$ cat config.mk
export PLATFORM = sky130hd
export DESIGN_NAME = afifo_rd_packer
export DESIGN_NICKNAME = d
export VERILOG_FILES = /design/src/rtl/afifo_rd_packer.sv
export SDC_FILE = /design/constraint.sdc
export NUM_CORES = 1
export LEC_CHECK = 0
export CAP_MARGIN = 30
export CORE_ASPECT_RATIO = 1.25
export CORE_MARGIN = 2
export CORE_UTILIZATION = 35
export CTS_BUF_LIST = sky130_fd_sc_hd__clkbuf_8
export CTS_CLUSTER_DIAMETER = 60
export DETAILED_ROUTE_END_ITERATION = 7
export GPL_TIMING_DRIVEN = 0
export RECOVER_POWER = 25
export SYNTH_ARGS = -nofsm -noshare
export SYNTH_HDL_FRONTEND = slang
export SYNTH_SLANG_ARGS = --single-unit
$ cat constraint.sdc
create_clock -name clk -period 7.5 [get_ports clk]
set_input_delay 1.875 -clock clk [delete_from_list [all_inputs] [get_ports clk]]
set_output_delay 1.875 -clock clk [all_outputs]
set_load 0.1 [all_outputs]
$ cat src/rtl/afifo_rd_packer.sv
// afifo_rd_packer: reads an afifo (1-cycle read latency) and packs PACK_NUM words into one wide word.
// Optional partial-pack flush with an out_num word count is compiled in by defining AFIFO_PACK_FLUSH_EN.
module afifo_rd_packer #(
  parameter int BITWID   = 5,
  parameter int PACK_NUM = 4,
  parameter int PNWID    = 3
) (
  input  logic                       clk,
  input  logic                       rst_n,
`ifdef AFIFO_PACK_FLUSH_EN
  input  logic                       flush,
  output logic [PNWID-1:0]           out_num,
`endif
  input  logic                       fifo_empty,
  output logic                       fifo_rd,
  input  logic [BITWID-1:0]          fifo_rd_dat,
  input  logic                       fifo_rd_dat_vld,
  output logic                       out_vld,
  input  logic                       out_rdy,
  output logic [PACK_NUM*BITWID-1:0] out_dat,
  output logic [PNWID-1:0]           pack_idx
);

  localparam int                 DW        = PACK_NUM * BITWID;
  localparam logic [PNWID-1:0]   FULL_IDX  = PNWID'(PACK_NUM);
  localparam logic [PNWID:0]     FULL_PEND = (PNWID+1)'(PACK_NUM);

  logic             rd_inflight_q;
  logic [PNWID-1:0] pack_idx_q, pack_idx_d;
  logic [DW-1:0]    acc_q, acc_d;
  logic [DW-1:0]    out_dat_q, out_dat_d;
  logic             out_vld_q, out_vld_d;

  logic [PNWID:0]   pending;
  logic             capture;
  logic             out_free;
  logic             load;
  logic             emit;
  logic             rd_allow;
  logic [PNWID-1:0] idx_cap;
  logic [DW-1:0]    acc_cap;

`ifdef AFIFO_PACK_FLUSH_EN
  logic             flush_pend_q, flush_pend_d;
  logic [PNWID-1:0] out_num_q, out_num_d;
  logic             flush_req;
  logic             flush_acc;
`endif

  // Words already held plus the one still in flight; reads stop once a full pack is committed.
  assign pending  = {1'b0, pack_idx_q} + {{PNWID{1'b0}}, rd_inflight_q};
  assign capture  = fifo_rd_dat_vld & (pending != '0) & (pack_idx_q < FULL_IDX);
  // Output handshake: a word transfers on any edge where out_vld & out_rdy; while out_vld is
  // high and out_rdy low, out_dat is held. The output register may reload when ~out_vld | out_rdy.
  assign out_free = ~out_vld_q | out_rdy;

  always_comb begin
    acc_cap = acc_q;
    for (int i = 0; i < PACK_NUM; i++) begin
      if (capture && (pack_idx_q == PNWID'(i))) begin
        acc_cap[i*BITWID +: BITWID] = fifo_rd_dat;
      end
    end
    idx_cap = pack_idx_q + {{(PNWID-1){1'b0}}, capture};
    // Covers both a pack completing on this edge and a full pack that was waiting for space.
    load    = out_free & (idx_cap == FULL_IDX);
`ifdef AFIFO_PACK_FLUSH_EN
    flush_req = flush | flush_pend_q;
    flush_acc = flush_req & (pack_idx_q != '0) & ~rd_inflight_q & out_free & ~load;
    emit      = load | flush_acc;
`else
    emit      = load;
`endif
    pack_idx_d = emit ? '0 : idx_cap;
    acc_d      = emit ? '0 : acc_cap;
    out_dat_d  = emit ? acc_cap : out_dat_q;
    out_vld_d  = emit | (out_vld_q & ~out_rdy);
`ifdef AFIFO_PACK_FLUSH_EN
    out_num_d    = emit ? idx_cap : out_num_q;
    flush_pend_d = flush_req & ~flush_acc & (pack_idx_d != '0);
    rd_allow     = rst_n & ~fifo_empty & (pending < FULL_PEND) & ~flush_pend_q;
`else
    rd_allow     = rst_n & ~fifo_empty & (pending < FULL_PEND);
`endif
  end

  always_ff @(posedge clk or negedge rst_n) begin
    if (!rst_n) begin
      rd_inflight_q <= 1'b0;
      pack_idx_q    <= '0;
      acc_q         <= '0;
      out_dat_q     <= '0;
      out_vld_q     <= 1'b0;
`ifdef AFIFO_PACK_FLUSH_EN
      flush_pend_q  <= 1'b0;
      out_num_q     <= '0;
`endif
    end else begin
      rd_inflight_q <= rd_allow;
      pack_idx_q    <= pack_idx_d;
      acc_q         <= acc_d;
      out_dat_q     <= out_dat_d;
      out_vld_q     <= out_vld_d;
`ifdef AFIFO_PACK_FLUSH_EN
      flush_pend_q  <= flush_pend_d;
      out_num_q     <= out_num_d;
`endif
    end
  end

  assign fifo_rd  = rd_allow;
  assign out_vld  = out_vld_q;
  assign out_dat  = out_dat_q;
  assign pack_idx = pack_idx_q;
`ifdef AFIFO_PACK_FLUSH_EN
  assign out_num  = out_num_q;
`endif

endmodule

==> impl_metrics.env <==
export IMPL_outcome="finished, violations left"
export IMPL_violations="capacitance limit, slew limit"
export IMPL_cts_max_path_buffers=2
export IMPL_holdCritPathClass="register to register"
export IMPL_cp_end_kind="output port"
export IMPL_setup_viol=0
export IMPL_cts_post_setup_buffers_inserted=0
export IMPL_grt_antenna_before_repair=0
export IMPL_cts_htree_levels=2
export IMPL_cts_resized=0
export IMPL_multi_input_area_um2=787.0
export IMPL_dp_cells=288
export IMPL_ys_seq_elements=45
export IMPL_yosysWarnings=0
export IMPL_dieArea_um2=6333
export IMPL_fin_skew_ps=7.446
export IMPL_rsz0062_at_grt="false"
export IMPL_finalNonFillerCells=296
export IMPL_grt_max_degree=34
export IMPL_drv_cap=1
export IMPL_final_cell_mix="dfrtp_1, a31oi_1, clkdlybuf4s50_1"
export IMPL_drt_iter0_markers=84
export IMPL_drc=0
export IMPL_seqCellArea_um2=1126
export IMPL_synth_nets=203
export IMPL_ios=35
export IMPL_slew_violations=34
export IMPL_path_clk_slew_ps=90
export IMPL_ant_nets=0
export IMPL_ctsRootBufferMaster="clkbuf_8"
export IMPL_gr_total_overflow=0
export IMPL_rows=30
export IMPL_yosysUniqueCellTypes=26
export IMPL_final_common_cell="dfrtp_1"
export IMPL_insertion_delay_ps=300
export IMPL_cts_tree="built"
export IMPL_nets=245
export IMPL_cts_hold_buf=0
export IMPL_vias=1701
export IMPL_worstPathMaxFanout=14
export IMPL_slew_headroom=-0.2128
export IMPL_fill_cells=523
export IMPL_die_x_um=71.58
export IMPL_clock_sinks=45
export IMPL_grt_pass1_vias=1655
export IMPL_drtPass1Iterations=4
export IMPL_period_needed_ps=5802
export IMPL_grt_pass1_wl_um=8224
export IMPL_tightest_slew_ps=1819
export IMPL_routedWlPerCell_um=17.19
export IMPL_fin_tns_setup_ps=0
export IMPL_diodes=0
export IMPL_initial_utilization=0.3646
export IMPL_port_buffers=34
export IMPL_cts_buffers_inserted=5
export IMPL_finalCritPeriodShare=0.7736
export IMPL_postSynthCellCount=189
export IMPL_utilization=0.4621
export IMPL_cp_start_kind="primary input"
export IMPL_gp_congestion=0.8156
export IMPL_core_area_um2=5480
export IMPL_avgSynthCellArea_um2=10.57
export IMPL_cp_required_ps=5620
export IMPL_ys_seq_area_frac=0.5636
export IMPL_totalWireLength_um=5089
export IMPL_netlist_area_um2=1998
export IMPL_hold_viol_final=0
export IMPL_cp_arrival_ps=3930
export IMPL_drive_gt1_frac=0.09052
export IMPL_area_delta_synth_final_pct=26.74
export IMPL_grt_total_usage=0.1693
export IMPL_clock_fmax_mhz=172.4
export IMPL_die_height_um=88.48
export IMPL_viasPerCell=5.747
export IMPL_critPathKind="primary input to output port"
export IMPL_dpl_hpwl_um=3540
[sequential cells by signal, indices dropped and copies added (netlist names)]
register,flops
out_dat,20
pack_idx,3
rd_inflight_q,1
acc_q,20
out_vld,1
[worst max-delay path: stages]
cell and delay, ps:
clkbuf_1 550, nor3b_1 320, clkdlybuf4s50_1 1180
[per-stage QoR]
stage	setup WS [ps]	hold slack (ps)	instance area (um^2)
CTS	1913	560.2	2550
finish	1698	553.7	2532
global placement	216.9	527.9	2419
global route	1529	580.2	2532
floorplan	1496	524.2	1998
detailed placement	1928	541.1	2434
[routing by layer]
layer	track usage	vias to the layer above	routed length, um
met5	0	-	0
met4	0.08062	0	94
met3	0.02278	8	219
met2	0.2660	52	2447
met1	0.2325	839	2328
li1	-	802	-
[path summary, 6_finish.rpt]
check	startpoint	to	slack (ps)	cells after the start
max in group asynchronous	rst_n	acc_q[6]$_DFF_PN0_	3750	2
max	rst_n	fifo_rd	1700	3
min in group asynchronous	rst_n	out_dat[4]$_DFFE_PN0P_	1610	1
max reg2reg	pack_idx[0]$_DFF_PN0_	out_dat[18]$_DFFE_PN0P_	4110	11
min	out_dat[2]$_DFFE_PN0P_	out_dat[2]$_DFFE_PN0P_	550	2
min reg2reg	out_dat[2]$_DFFE_PN0P_	out_dat[2]$_DFFE_PN0P_	550	2
[cell families (layout without fill, tap and decap cells)]
| kind of cell | Yosys count | after routing | synth area share |
|---|---|---|---|
| and+or+nand+nor | 38 | 38 | 0.1290 |
| DFF | 45 | 45 | 0.5636 |
| AOI/OAI and AO/OA | 83 | 83 | 0.2354 |
| buffers and inverters | 18 | 61 | 0.04257 |
| xor gates and xnor gates | 1 | 1 | 0.004384 |
| adders and majority gates | 4 | 4 | 0.02505 |
[cells in the mapped netlist]
library cell,n,area [um^2]
and3_1,1,6.260
nand4bb_1,2,22.52
nand3_1,20,100.1
o21ai_1,8,40.04
and4bb_2,2,25.02
ha_1,4,50.05
o21ai_0,12,60.06
or4b_4,1,13.76
nor3b_1,2,15.01
nand4b_1,1,8.760
nand2_1,2,7.510
clkbuf_2,1,5.000
clkbuf_1,8,30.03
dfrtp_1,45,1126
a21oi_1,21,105.1
or3_1,1,6.260
xor2_1,1,8.760
nor4b_4,1,23.77
and4b_1,1,10.01
a31oi_1,40,250.2
buf_4,2,15.01
buf_2,7,35.03
nand2b_1,1,6.260
nor3_1,1,5.000
nor2_1,2,7.510
a21boi_0,2,15.01
[cell type report]
type,count,area share
Multi-Input combinational cell,126,0.3108
Timing Repair Buffer,35,0.1334
Tap cell,64,0.03162
Sequential cell,45,0.4447
Clock buffer,6,0.03261
Buffer,18,0.03360
Clock inverter,2,0.01334
Power is not shown: default switching activity piles up to over one toggle a cycle in this logic, so the estimate is an artifact.
